[config.mk]
export PLATFORM = sky130hd
export DESIGN_NAME = axil_m_wrap
export DESIGN_NICKNAME = d
export VERILOG_FILES = /design/src/rtl/axil_m_wrap.sv
export SDC_FILE = /design/constraint.sdc
export NUM_CORES = 1
export LEC_CHECK = 0
export CAP_MARGIN = 20
export CORE_AREA = 2 2 155 157
export CTS_BUF_LIST = sky130_fd_sc_hd__clkbuf_4
export DETAILED_ROUTE_END_ITERATION = 10
export DIE_AREA = 0 0 157 159
export HOLD_SLACK_MARGIN = 0.03
export SLEW_MARGIN = 20
export SYNTH_ARGS = -nofsm -noshare
export SYNTH_HDL_FRONTEND = slang
export SYNTH_SLANG_ARGS = --single-unit
[constraint.sdc]
create_clock -name clk -period 2.2 [get_ports clk]
set_clock_uncertainty 0.2 [all_clocks]
set_input_delay 0.44 -clock clk [delete_from_list [all_inputs] [get_ports clk]]
set_output_delay 0.44 -clock clk [all_outputs]
set_load 0.05 [all_outputs]
[src/rtl/axil_m_wrap.sv]
// AXI4-Lite master: runs one register read or write command at a time on the bus
// and returns the response (and read data) on a valid/ready response port.
module axil_m_wrap #(
    parameter int C_M_AXI_DATA_WIDTH = 64,
    parameter int C_M_AXI_ADDR_WIDTH = 32
) (
    input  logic                              clk,
    input  logic                              rst,

    input  logic                              cmd_valid,
    output logic                              cmd_ready,
    input  logic                              cmd_write,
    input  logic [C_M_AXI_ADDR_WIDTH-1:0]     cmd_addr,
    input  logic [C_M_AXI_DATA_WIDTH-1:0]     cmd_wdata,
    input  logic [C_M_AXI_DATA_WIDTH/8-1:0]   cmd_wstrb,

    output logic                              rsp_valid,
    input  logic                              rsp_ready,
    output logic                              rsp_write,
    output logic [1:0]                        rsp_resp,
    output logic [C_M_AXI_DATA_WIDTH-1:0]     rsp_rdata,

    output logic [C_M_AXI_ADDR_WIDTH-1:0]     m_axil_awaddr,
    output logic [2:0]                        m_axil_awprot,
    output logic                              m_axil_awvalid,
    input  logic                              m_axil_awready,
    output logic [C_M_AXI_DATA_WIDTH-1:0]     m_axil_wdata,
    output logic [C_M_AXI_DATA_WIDTH/8-1:0]   m_axil_wstrb,
    output logic                              m_axil_wvalid,
    input  logic                              m_axil_wready,
    input  logic [1:0]                        m_axil_bresp,
    input  logic                              m_axil_bvalid,
    output logic                              m_axil_bready,
    output logic [C_M_AXI_ADDR_WIDTH-1:0]     m_axil_araddr,
    output logic [2:0]                        m_axil_arprot,
    output logic                              m_axil_arvalid,
    input  logic                              m_axil_arready,
    input  logic [C_M_AXI_DATA_WIDTH-1:0]     m_axil_rdata,
    input  logic [1:0]                        m_axil_rresp,
    input  logic                              m_axil_rvalid,
    output logic                              m_axil_rready,

    output logic [2:0]                        dbg_state_o
);

    localparam int SW = C_M_AXI_DATA_WIDTH / 8;

    typedef enum logic [2:0] {
        IDLE         = 3'd0,
        WR_ADDR_DATA = 3'd1,
        WR_RESP      = 3'd2,
        RD_ADDR      = 3'd3,
        RD_DATA      = 3'd4,
        RSP          = 3'd5
    } state_t;

    state_t                          state_q, state_d;
    logic                            aw_done_q, aw_done_d;
    logic                            w_done_q, w_done_d;
    logic                            awvalid_q, awvalid_d;
    logic                            wvalid_q, wvalid_d;
    logic                            bready_q, bready_d;
    logic                            arvalid_q, arvalid_d;
    logic                            rready_q, rready_d;
    logic [C_M_AXI_ADDR_WIDTH-1:0]   addr_q, addr_d;
    logic [C_M_AXI_DATA_WIDTH-1:0]   wdata_q, wdata_d;
    logic [SW-1:0]                   wstrb_q, wstrb_d;
    logic                            rsp_write_q, rsp_write_d;
    logic [1:0]                      rsp_resp_q, rsp_resp_d;
    logic [C_M_AXI_DATA_WIDTH-1:0]   rsp_rdata_q, rsp_rdata_d;
    logic                            aw_hs, w_hs;

    // Handshake rule on every channel: a beat transfers on a rising clk edge where
    // valid and ready are both high; valid never waits for ready and payload holds until then.
    assign aw_hs = awvalid_q & m_axil_awready;
    assign w_hs  = wvalid_q & m_axil_wready;

    always_ff @(posedge clk) begin
        if (rst) begin
            state_q     <= IDLE;
            aw_done_q   <= 1'b0;
            w_done_q    <= 1'b0;
            awvalid_q   <= 1'b0;
            wvalid_q    <= 1'b0;
            bready_q    <= 1'b0;
            arvalid_q   <= 1'b0;
            rready_q    <= 1'b0;
            addr_q      <= '0;
            wdata_q     <= '0;
            wstrb_q     <= '0;
            rsp_write_q <= 1'b0;
            rsp_resp_q  <= 2'b00;
            rsp_rdata_q <= '0;
        end else begin
            state_q     <= state_d;
            aw_done_q   <= aw_done_d;
            w_done_q    <= w_done_d;
            awvalid_q   <= awvalid_d;
            wvalid_q    <= wvalid_d;
            bready_q    <= bready_d;
            arvalid_q   <= arvalid_d;
            rready_q    <= rready_d;
            addr_q      <= addr_d;
            wdata_q     <= wdata_d;
            wstrb_q     <= wstrb_d;
            rsp_write_q <= rsp_write_d;
            rsp_resp_q  <= rsp_resp_d;
            rsp_rdata_q <= rsp_rdata_d;
        end
    end

    always_comb begin
        state_d     = state_q;
        aw_done_d   = aw_done_q;
        w_done_d    = w_done_q;
        awvalid_d   = awvalid_q;
        wvalid_d    = wvalid_q;
        bready_d    = bready_q;
        arvalid_d   = arvalid_q;
        rready_d    = rready_q;
        addr_d      = addr_q;
        wdata_d     = wdata_q;
        wstrb_d     = wstrb_q;
        rsp_write_d = rsp_write_q;
        rsp_resp_d  = rsp_resp_q;
        rsp_rdata_d = rsp_rdata_q;

        case (state_q)
            IDLE: begin
                if (cmd_valid) begin
                    addr_d  = cmd_addr;
                    wdata_d = cmd_wdata;
                    wstrb_d = cmd_wstrb;
                    if (cmd_write) begin
                        state_d   = WR_ADDR_DATA;
                        awvalid_d = 1'b1;
                        wvalid_d  = 1'b1;
                        aw_done_d = 1'b0;
                        w_done_d  = 1'b0;
                    end else begin
                        state_d   = RD_ADDR;
                        arvalid_d = 1'b1;
                    end
                end
            end
            WR_ADDR_DATA: begin
                // AW and W retire independently; either may finish first or both together.
                if (aw_hs) begin
                    awvalid_d = 1'b0;
                    aw_done_d = 1'b1;
                end
                if (w_hs) begin
                    wvalid_d = 1'b0;
                    w_done_d = 1'b1;
                end
                if ((aw_done_q | aw_hs) && (w_done_q | w_hs)) begin
                    state_d   = WR_RESP;
                    bready_d  = 1'b1;
                    aw_done_d = 1'b0;
                    w_done_d  = 1'b0;
                end
            end
            WR_RESP: begin
                if (m_axil_bvalid) begin
                    state_d     = RSP;
                    bready_d    = 1'b0;
                    rsp_write_d = 1'b1;
                    rsp_resp_d  = m_axil_bresp;
                    rsp_rdata_d = '0;
                end
            end
            RD_ADDR: begin
                if (m_axil_arready) begin
                    state_d   = RD_DATA;
                    arvalid_d = 1'b0;
                    rready_d  = 1'b1;
                end
            end
            RD_DATA: begin
                if (m_axil_rvalid) begin
                    state_d     = RSP;
                    rready_d    = 1'b0;
                    rsp_write_d = 1'b0;
                    rsp_resp_d  = m_axil_rresp;
                    rsp_rdata_d = m_axil_rdata;
                end
            end
            RSP: begin
                if (rsp_ready) begin
                    state_d = IDLE;
                end
            end
            default: begin
                state_d = IDLE;
            end
        endcase
    end

    // Handshake outputs are masked while rst is high so nothing looks live in the reset cycle.
    assign cmd_ready      = (state_q == IDLE) & ~rst;
    assign rsp_valid      = (state_q == RSP) & ~rst;
    assign rsp_write      = rsp_write_q;
    assign rsp_resp       = rsp_resp_q;
    assign rsp_rdata      = rsp_rdata_q;

    assign m_axil_awaddr  = addr_q;
    assign m_axil_awprot  = 3'b000;
    assign m_axil_awvalid = awvalid_q & ~rst;
    assign m_axil_wdata   = wdata_q;
    assign m_axil_wstrb   = wstrb_q;
    assign m_axil_wvalid  = wvalid_q & ~rst;
    assign m_axil_bready  = bready_q & ~rst;
    assign m_axil_araddr  = addr_q;
    assign m_axil_arprot  = 3'b000;
    assign m_axil_arvalid = arvalid_q & ~rst;
    assign m_axil_rready  = rready_q & ~rst;

    assign dbg_state_o    = state_q;

endmodule

==> results <==
[routing by layer]
layer	up-vias	global-route usage	routed length, µm
met5	-	0	0
met2	253	0.311	11300
li1	3327	-	-
met4	0	0.0430	228
met3	12	0.0691	2120
met1	3034	0.209	9590
[path summary, 6_finish.rpt]
| path | slack, ps | end | startpoint | cells past startpoint |
|---|---|---|---|---|
| max | 30 | cmd_ready | dbg_state_o[2] | 3 |
| min | 100 | dbg_state_o[0] | rst | 3 |
| max reg2reg | 240 | m_axil_wstrb[5] | dbg_state_o[2] | 7 |
| min reg2reg | 260 | m_axil_wdata[30] | m_axil_wdata[30] | 2 |
[repair_timing]
action	in CTS	in global routing
setup endpoints to repair	159	139
hold buffers	2	0
gates resized for setup	196	222
hold endpoints to repair	16	0
buffers inserted	5	2
pin swaps	2	1
[tightest hold or removal path, stage by stage]
cell and delay, ps:
buf_6 160, nand2b_4 170, mux2i_1 60
[cells in the final DEF (no fill, tap or decap), types with 5 or more instances in the layout]
cell type,Yosys,routed
buf_12,0,17
o21ai_0,5,5
dfxtp_1,181,178
nor2b_1,8,8
a31oi_1,5,5
nor2_1,71,70
a21oi_1,113,113
buf_4,38,71
dlygate4sd2_1,0,9
inv_6,0,7
nor3_1,7,7
nand2_1,216,215
conb_1,1,6
inv_1,5,5
clkdlybuf4s15_2,0,9
clkbuf_4,0,17
clkdlybuf4s50_1,0,180
clkdlybuf4s15_1,0,43
clkbuf_2,0,95
a22oi_1,64,64
[per-stage QoR]
stage                     power, W  cell area, µm²  worst slack [ps]  instances
after detailed placement    0.0101           10800              60.9       1443
after CTS                   0.0119           11000             -52.8       1482
final                       0.0117           10700              29.3       1486
after global routing        0.0124           10700             -96.3       1485
after floorplan            0.00788            6690             -54.9        803
after global placement      0.0100           10800              87.6       1443
[registers in the layout, summed over array words and instances, names as in the netlist]
register	cells
wvalid_q	1
awvalid_q	1
dbg_state_o	3
rsp_write	1
rsp_rdata	64
rready_q	1
bready_q	1
m_axil_wdata	64
arvalid_q	1
rsp_resp	2
m_axil_araddr	32
aw_done_q	1
w_done_q	1
m_axil_wstrb	8
[Yosys cell counts]
| cell | instances | area share |
|---|---|---|
| a211o_1 | 1 | 0.0013 |
| a211oi_1 | 1 | 0.0011 |
| a21o_1 | 1 | 0.0011 |
| a21oi_1 | 113 | 0.085 |
| a22oi_1 | 64 | 0.072 |
| a311oi_1 | 3 | 0.0040 |
| a31oi_1 | 5 | 0.0047 |
| buf_1 | 2 | 0.0011 |
| buf_2 | 25 | 0.019 |
| buf_4 | 38 | 0.043 |
| clkbuf_1 | 34 | 0.019 |
| conb_1 | 1 | 0.00056 |
| dfxtp_1 | 181 | 0.54 |
| inv_1 | 5 | 0.0028 |
| mux2i_1 | 2 | 0.0030 |
| nand2_1 | 216 | 0.12 |
| nand2b_1 | 5 | 0.0047 |
| nand3b_1 | 2 | 0.0023 |
| nor2_1 | 71 | 0.040 |
| nor2b_1 | 8 | 0.0075 |
| nor3_1 | 7 | 0.0053 |
| nor3b_2 | 1 | 0.0019 |
| nor4_1 | 1 | 0.00094 |
| nor4b_1 | 1 | 0.0013 |
| nor4b_4 | 1 | 0.0036 |
| o211ai_1 | 2 | 0.0023 |
| o21ai_0 | 5 | 0.0038 |
| o22ai_1 | 2 | 0.0019 |
[power groups by stage]
stage | combinational [W] | clock (W) | sequential [W]
global placement | 0.00591 | 0 | 0.00414
detailed placement | 0.00593 | 0 | 0.00416
CTS | 0.00579 | 0.00203 | 0.00406
global route | 0.00606 | 0.00217 | 0.00413
floorplan | 0.00213 | 0 | 0.00574
finish | 0.00569 | 0.00193 | 0.00406
[final cells by class]
class | count | area (µm²)
tap | 319 | 399
multi-input combinational | 518 | 2530
clock inverter | 15 | 159
sequential | 181 | 3630
fill | 2361 | 12500
antenna | 2 | 5.00
timing repair buffer | 429 | 3810
clock buffer | 17 | 128
inverter | 5 | 18.8
[cell families after synthesis]
group | Yosys count
and+or+nand+nor | 313
AOI/OAI and AO/OA | 197
DFF | 181
buffers and inverters | 104
muxes | 2
other | 1
==> impl_metrics.tcl <==
set metrics [dict create \
    outcome "complete, no violations" \
    final_nets 1334 \
    synth.avg_cell_area_um2 8.34 \
    ant_nets 0 \
    cp-start-kind "register" \
    place.gp.congestion 0.751 \
    synth_top_family_by_area "simple AND/OR/NAND/NOR gates" \
    viasPerCell 4.46 \
    dieArea_mm2 0.0250 \
    combPwrFrac 0.487 \
    drt-total-wl_mm 23.2 \
    cts_root_buf "clkbuf_4" \
    period_needed_ps 2170 \
    cp-end-kind "output pin" \
    min_path_type "primary input to register" \
    intPower_w 0.00624 \
    place_hpwl_mm 16.5 \
    hold_viol 0 \
    portBuffers 394 \
    io_pins 401 \
    fp.coreArea_mm2 0.0232 \
    path_buf_inv 2 \
    grt_overflow_total 0 \
    drtPass1Iterations 4 \
    seq_power_share 0.348 \
    drt_iter0_markers 352 \
    synth_xor_area_frac 0 \
    initial_core_util 0.287 \
    p_leak_nw 4.36 \
    relSlewSlack 0.531 \
    p_switching_w 0.00544 \
    die_h_um 159 \
    fmax_mhz 461 \
    synthMuxAreaShare 0.00301 \
    avgRoutedWirePerCell_um 15.6 \
    grt_pass1_wl_mm 35.2 \
    final-setup-viol-count 0 \
    yosysSeqAreaShare 0.545 \
    path_cells "buf_6, nor4_4, buf_12" \
    tns_ps 0 \
    cp_slowest_cell "dfxtp_2" \
    synth_cell_types 28 \
    crit_arrival_ps 1530 \
    path_class "register to output pin" \
    path_delay_family "flip-flops" \
    post-route-util 0.461 \
    drv_slew 0 \
    p_per_area_mw_per_mm2 1090 \
    ys_warn_count 0 \
    cts_tree "yes" \
    worstMarginPinSlew_ps 700 \
    synth_seq_cells 181 \
    clk_pin_slew_worst_paths_ps 160 \
    worstPathRequired_ps 1560 \
    grt_max_degree 112 \
    finalCritPeriodShare 0.987 \
    path_max_fanout 2 \
    slowest_delay_ps 360 \
    mappedNetlistArea_mm2 0.00665 \
    rsz0062_at_grt "true" \
    max_cap_viol_count 0 \
    drc 0 \
    area_growth_pct 60.7 \
    grtUsageTotal 0.180 \
    p_clk_frac 0.165 \
    clk_latency_ps 550 \
    route.vias.total 6626 \
    htreeDepth 4 \
    synth_adder_area_share 0 \
    clockBufferDepth 2 \
    p_sw_frac 0.466 \
    cts_buffers 17 \
    grt_pass1_vias 6249 \
    rows 56 \
    yosys.area_share.simple 0.189 \
    ir_drop_mv 0.443 \
    die_w_um 157 \
    synth_compound_area_frac 0.177 \
    syn_inst 798 \
    drive_above_1_share 0.203 \
    antenna_found_initial 1 \
    cts.sinks 181 \
    whs_ps 101 \
]
Note: power is estimated with default switching activity, not from simulation.
